--- src/rtl/id_ex_stage.sv ---
// ID/EX pipeline register with load-use hazard detection, operand forwarding
// from EX and MEM, flush handling and a saturating stall-cycle counter.

// Forwarding mux for one source operand. The priority is $0, then EX, then
// MEM, then the register file.
module id_ex_fwd (
    input  logic [4:0]  src,
    input  logic [31:0] rf_data,
    input  logic        ex_hit_en,
    input  logic [4:0]  ex_dest,
    input  logic [31:0] ex_result,
    input  logic        mem_hit_en,
    input  logic [4:0]  mem_dest,
    input  logic [31:0] mem_result,
    output logic [31:0] opnd
);
    // The first match wins; $0 always reads as zero, whatever is in flight.
    always_comb begin
        opnd = rf_data;
        if (src == 5'd0)
            opnd = 32'd0;
        else if (ex_hit_en && (ex_dest == src))
            opnd = ex_result;
        else if (mem_hit_en && (mem_dest == src))
            opnd = mem_result;
    end
endmodule

module id_ex_stage #(
    parameter int CNT_W = 16
) (
    input  logic             clk,
    input  logic             reset,
    input  logic             id_valid,
    input  logic [4:0]       id_rs,
    input  logic [4:0]       id_rt,
    input  logic [4:0]       id_rd,
    input  logic [31:0]      id_rd1,
    input  logic [31:0]      id_rd2,
    input  logic [31:0]      id_imm,
    input  logic [7:0]       id_ctrl,
    input  logic             flush,
    input  logic [31:0]      ex_alu_result,
    input  logic             mem_reg_write,
    input  logic [4:0]       mem_dest,
    input  logic [31:0]      mem_result,
    output logic             ex_valid,
    output logic [4:0]       ex_rs,
    output logic [4:0]       ex_rt,
    output logic [4:0]       ex_dest,
    output logic [31:0]      ex_opa,
    output logic [31:0]      ex_opb,
    output logic [31:0]      ex_imm,
    output logic [7:0]       ex_ctrl,
    output logic             stall,
    output logic [CNT_W-1:0] stall_count
);
    localparam int NUM_SRC = 2;

    logic                          ex_fwd_en;
    logic [NUM_SRC-1:0][4:0]       src;
    logic [NUM_SRC-1:0][31:0]      rf_data;
    logic [NUM_SRC-1:0][31:0]      opnd;

    // A load in EX can't forward its data yet, so only ALU writers forward.
    assign ex_fwd_en = ex_valid & ex_ctrl[0] & ~ex_ctrl[1];

    // A load in EX feeding the ID instruction needs a one-cycle bubble.
    // Loads to $0 never matter, and a flush kills the ID instruction anyway.
    assign stall = ex_valid & ex_ctrl[1] & (ex_dest != 5'd0) & id_valid &
                   ((ex_dest == id_rs) | (ex_dest == id_rt)) & ~flush;

    assign src     = {id_rt, id_rs};
    assign rf_data = {id_rd2, id_rd1};

    genvar g;
    generate
        for (g = 0; g < NUM_SRC; g++) begin : g_fwd
            id_ex_fwd u_fwd (
                .src        (src[g]),
                .rf_data    (rf_data[g]),
                .ex_hit_en  (ex_fwd_en),
                .ex_dest    (ex_dest),
                .ex_result  (ex_alu_result),
                .mem_hit_en (mem_reg_write),
                .mem_dest   (mem_dest),
                .mem_result (mem_result),
                .opnd       (opnd[g])
            );
        end
    endgenerate

    // EX register: reset clears it, flush/stall insert a bubble, else capture.
    always_ff @(posedge clk) begin
        if (!reset) begin
            ex_valid <= 1'b0;
            ex_rs    <= '0;
            ex_rt    <= '0;
            ex_dest  <= '0;
            ex_opa   <= '0;
            ex_opb   <= '0;
            ex_imm   <= '0;
            ex_ctrl  <= '0;
        end else if (flush || stall) begin
            ex_valid <= 1'b0;
            ex_ctrl  <= '0;
        end else begin
            ex_valid <= id_valid;
            ex_rs    <= id_rs;
            ex_rt    <= id_rt;
            ex_dest  <= id_ctrl[5] ? id_rd : id_rt;
            ex_opa   <= opnd[0];
            ex_opb   <= opnd[1];
            ex_imm   <= id_imm;
            ex_ctrl  <= id_valid ? id_ctrl : 8'd0;
        end
    end

    // Count stall cycles, holding at all-ones instead of wrapping.
    always_ff @(posedge clk) begin
        if (!reset)
            stall_count <= '0;
        else if (stall && (stall_count != {CNT_W{1'b1}}))
            stall_count <= stall_count + 1'b1;
    end
endmodule

--- config.mk ---
export PLATFORM = sky130hd
export DESIGN_NAME = id_ex_stage
export DESIGN_NICKNAME = d
export VERILOG_FILES = /design/src/rtl/id_ex_stage.sv
export SDC_FILE = /design/constraint.sdc
export NUM_CORES = 1
export LEC_CHECK = 0
export ABC_CLOCK_PERIOD_IN_PS = 6300
export BUFFER_PORTS_ARGS = -buffer_cell sky130_fd_sc_hd__buf_2
export CAP_MARGIN = 20
export CORE_MARGIN = 8
export CORE_UTILIZATION = 45
export DETAILED_ROUTE_END_ITERATION = 6
export PLACE_DENSITY = 0.82
export SYNTH_ARGS = -nofsm -noshare
export SYNTH_HDL_FRONTEND = slang
export SYNTH_SLANG_ARGS = --single-unit
--- constraint.sdc ---
create_clock -name clk -period 6.3 [get_ports clk]
set_input_delay 0.945 -clock clk [delete_from_list [all_inputs] [get_ports clk]]
set_output_delay 0.945 -clock clk [all_outputs]
set_load 0.05 [all_outputs]
==> reports/qor.csv <==
metric,value,unit
reg2reg start,ex_dest[0],
part of the power in registers,37.9,%
RSZ-0062 raised after global routing,no,
Routed WL,27050,um
"Slew Viols, Final",0,
overall die width,141.9,um
# setup viols final,0,
HP Start,ex_opa[9],
Hold Path Sink,ex_opa[9],
Max H-tree Level,4,
async set-reset flop share out of synthesis,0,%
Residual DRC,0,
Clock Skew,0.008459,ns
die height,141.9,um
DR vias,7959,
"Clk pin slew, worst setup/hold paths",0.06,ns
first-pass GRT wire length,40860,um
placer congestion estimate,0.8935,
Peak Freq,290.1,MHz
I/O Buffers,329,
"EDFF count, synth",0,
Initial Utilization,45.43,%
Congestion Overflow GR,0,
CTS resizes,0,
top-count cell post-synth,inv_1,
die area,20150,um^2
Worst VDD drop,0.1832,mV
clk_lat worst skew,0.42,ns
reg-to-reg critical path endpoint,ex_imm[3],
CP arrival,2.50,ns
Leakage,0.004646,uW
Sw Pwr,760.4,uW
sequential area share after synthesis,38.14,%
CTS tree,yes,
Fill cells,1403,
cell taking the most area after synthesis,dfxtp_1,
CP max FO,20,
class of the worst hold path,reg2reg,
Ys Warns,0,
CTS max path bufs,2,
crit end category,output pin,
initial DRC count,610,
R2R depth,7,
Synth Net Count,1100,
dpl hpwl,19850,um
Synth Register Bits,136,
largest net degree at the start of global routing,113,
setup ws final,2.853,ns
DRT Pass-1 Iters,5,
initial antenna violation count,3,
gr usage total,25.53,%
synthesized area per cell,7.879,um^2
Slew @ Worst Pin,1.093,ns
Clk pwr share,41.4,%
Pint,1712,uW
Most used DFF post-synth,dfxtp_1,
Post-Synthesis Cell Area,7138,um^2
dpl ws,2.880,ns
Comb pwr share,20.7,%
Final Hold Viols,0,
num ports,330,
clk sinks,136,
outcome,"finished, final reports clean",
Worst Path Required,5.35,ns
Post-Synthesis Cells,906,
Final ANT Viol Nets,0,
R2R Setup Slk,3.53,ns
Area Overhead vs Synth,32.76,%
Hold Path Depth,2,
post-CTS setup buffer count,0,
clk root buf,clkbuf_16,
"top cells by area, synth","dfxtp_1 (38%), o32ai_1 (7.9%), mux2i_1 (7.7%)",
minimum clock period,3.447,ns
# rows,46,
max_slew headroom,27.11,%
most common library cells after synthesis,"inv_1 (145), dfxtp_1 (136), nand2_1 (106), nor2_1 (77), o32ai_1 (64)",
switching share of total power,30.75,%
number of distinct library cells after synthesis,43,
CP Launch Type,flop,
Synth top area share,38.14,%
share of cells above drive strength 1,31.87,%
Crit Path Class,reg2out,
core area,15710,um^2
Via density,5.577,
vias in the first global route,7831,
CTS Buf Count,17,
max-capacitance violation count,0,
pwr/cell area,260.9,nW/um^2
final worst-path cycle share,54.72,%
Wirelength per Cell,18.96,um
Nets,1390,
Final Util,60.31,%
cts hold-fix bufs,0,
Fin Setup TNS,0,ns
-- worst max-delay path by stage --
stage | start | endpoint | slack (ns) | depth (start not counted)
2_1_floorplan | id_rs[2] | stall | 2.80 | 5
3_5_place_dp | id_rs[2] | stall | 2.88 | 7
3_3_place_gp | id_rs[2] | stall | 2.91 | 7
6_report | ex_dest[0] | stall | 2.85 | 6
5_1_grt | id_rs[2] | stall | 2.74 | 7
4_1_cts | ex_dest[0] | stall | 2.86 | 6
-- cell families (layout without fill, tap and decap cells) --
kind of cell             count (synthesis)  after routing  share of synthesized area [%]
AO/OA/AOI/OAI                          226            226                          24.35
buffers and inverters                  222            524                          12.43
flip-flops                             136            136                          38.14
AND/OR/NAND/NOR                        252            252                          15.48
XOR/XNOR                                14             14                          1.718
multiplexers                            55             55                          7.713
other                                    0              3                              0
adder cells (fa/ha/maj)                  1              1                         0.1753
-- stage by stage --
stage / power, uW / cell area, um^2 / hold slack, ns / cells
after floorplan: 1287 / 7138 / 0.6712 / 906
after global placement: 1455 / 8870 / 0.4384 / 1393
after detailed placement: 1462 / 8870 / 0.4408 / 1393
after CTS: 2486 / 9469 / 0.4499 / 1424
after global routing: 2552 / 9477 / 0.4669 / 1427
final: 2473 / 9477 / 0.4481 / 1427
-- routing by layer --
layer	global-route usage [%]	part of all wire, %
met5	0	0
met4	14.36	3.8
met3	9.426	11
met2	41.25	47
met1	28.65	38
-- cell usage in the layout (no fill, tap or decap), types with 8 or more instances in the layout --
cell type  instances
buf_2            328
inv_1            145
dfxtp_1          136
nand2_1          106
nor2_1            75
o32ai_1           64
a31oi_1           61
a211oi_1          61
mux2i_1           55
buf_4             19
clkbuf_16         17
xor2_1            14
nor3_1            13
nand2b_1          13
and3_1             9
nor4_1             9
nand4_1            8
-- worst max-delay path, cell delays in order, from the launching register on --
cell       delay [ns]
dfxtp_1          0.38
or4_1            0.64
o2111ai_1        0.22
buf_4            0.26
nand2b_1         0.31
nor2_1           0.06
buf_2            0.21
-- layout make-up --
type,count,area [um^2],share of cell area [%]
Timing Repair Buffer,347,1784,18.83
Antenna cell,3,7.507,0.07922
Inverter,146,548.0,5.783
Multi-Input combinational cell,548,3545,37.40
Sequential cell,136,2723,28.73
Clock inverter,7,117.6,1.241
Clock buffer,24,481.7,5.083
Tap cell,216,270.3,2.852
-- power by group through the flow --
stage	Sequential, uW	Clock (uW)	Combinational, uW
after floorplan	1110	0	173
after detailed placement	953	0	509
after global placement	952	0	503
after CTS	935	1040	510
final	936	1020	512
after global routing	940	1070	544
-- registers in the layout (all words and copies together) (netlist names) --
signal       flops
ex_ctrl          8
stall_count     16
ex_rs            5
ex_dest          5
ex_opa          32
ex_opb          32
ex_imm          32
ex_valid         1
ex_rt            5
Power figures use the tool's default switching activity.
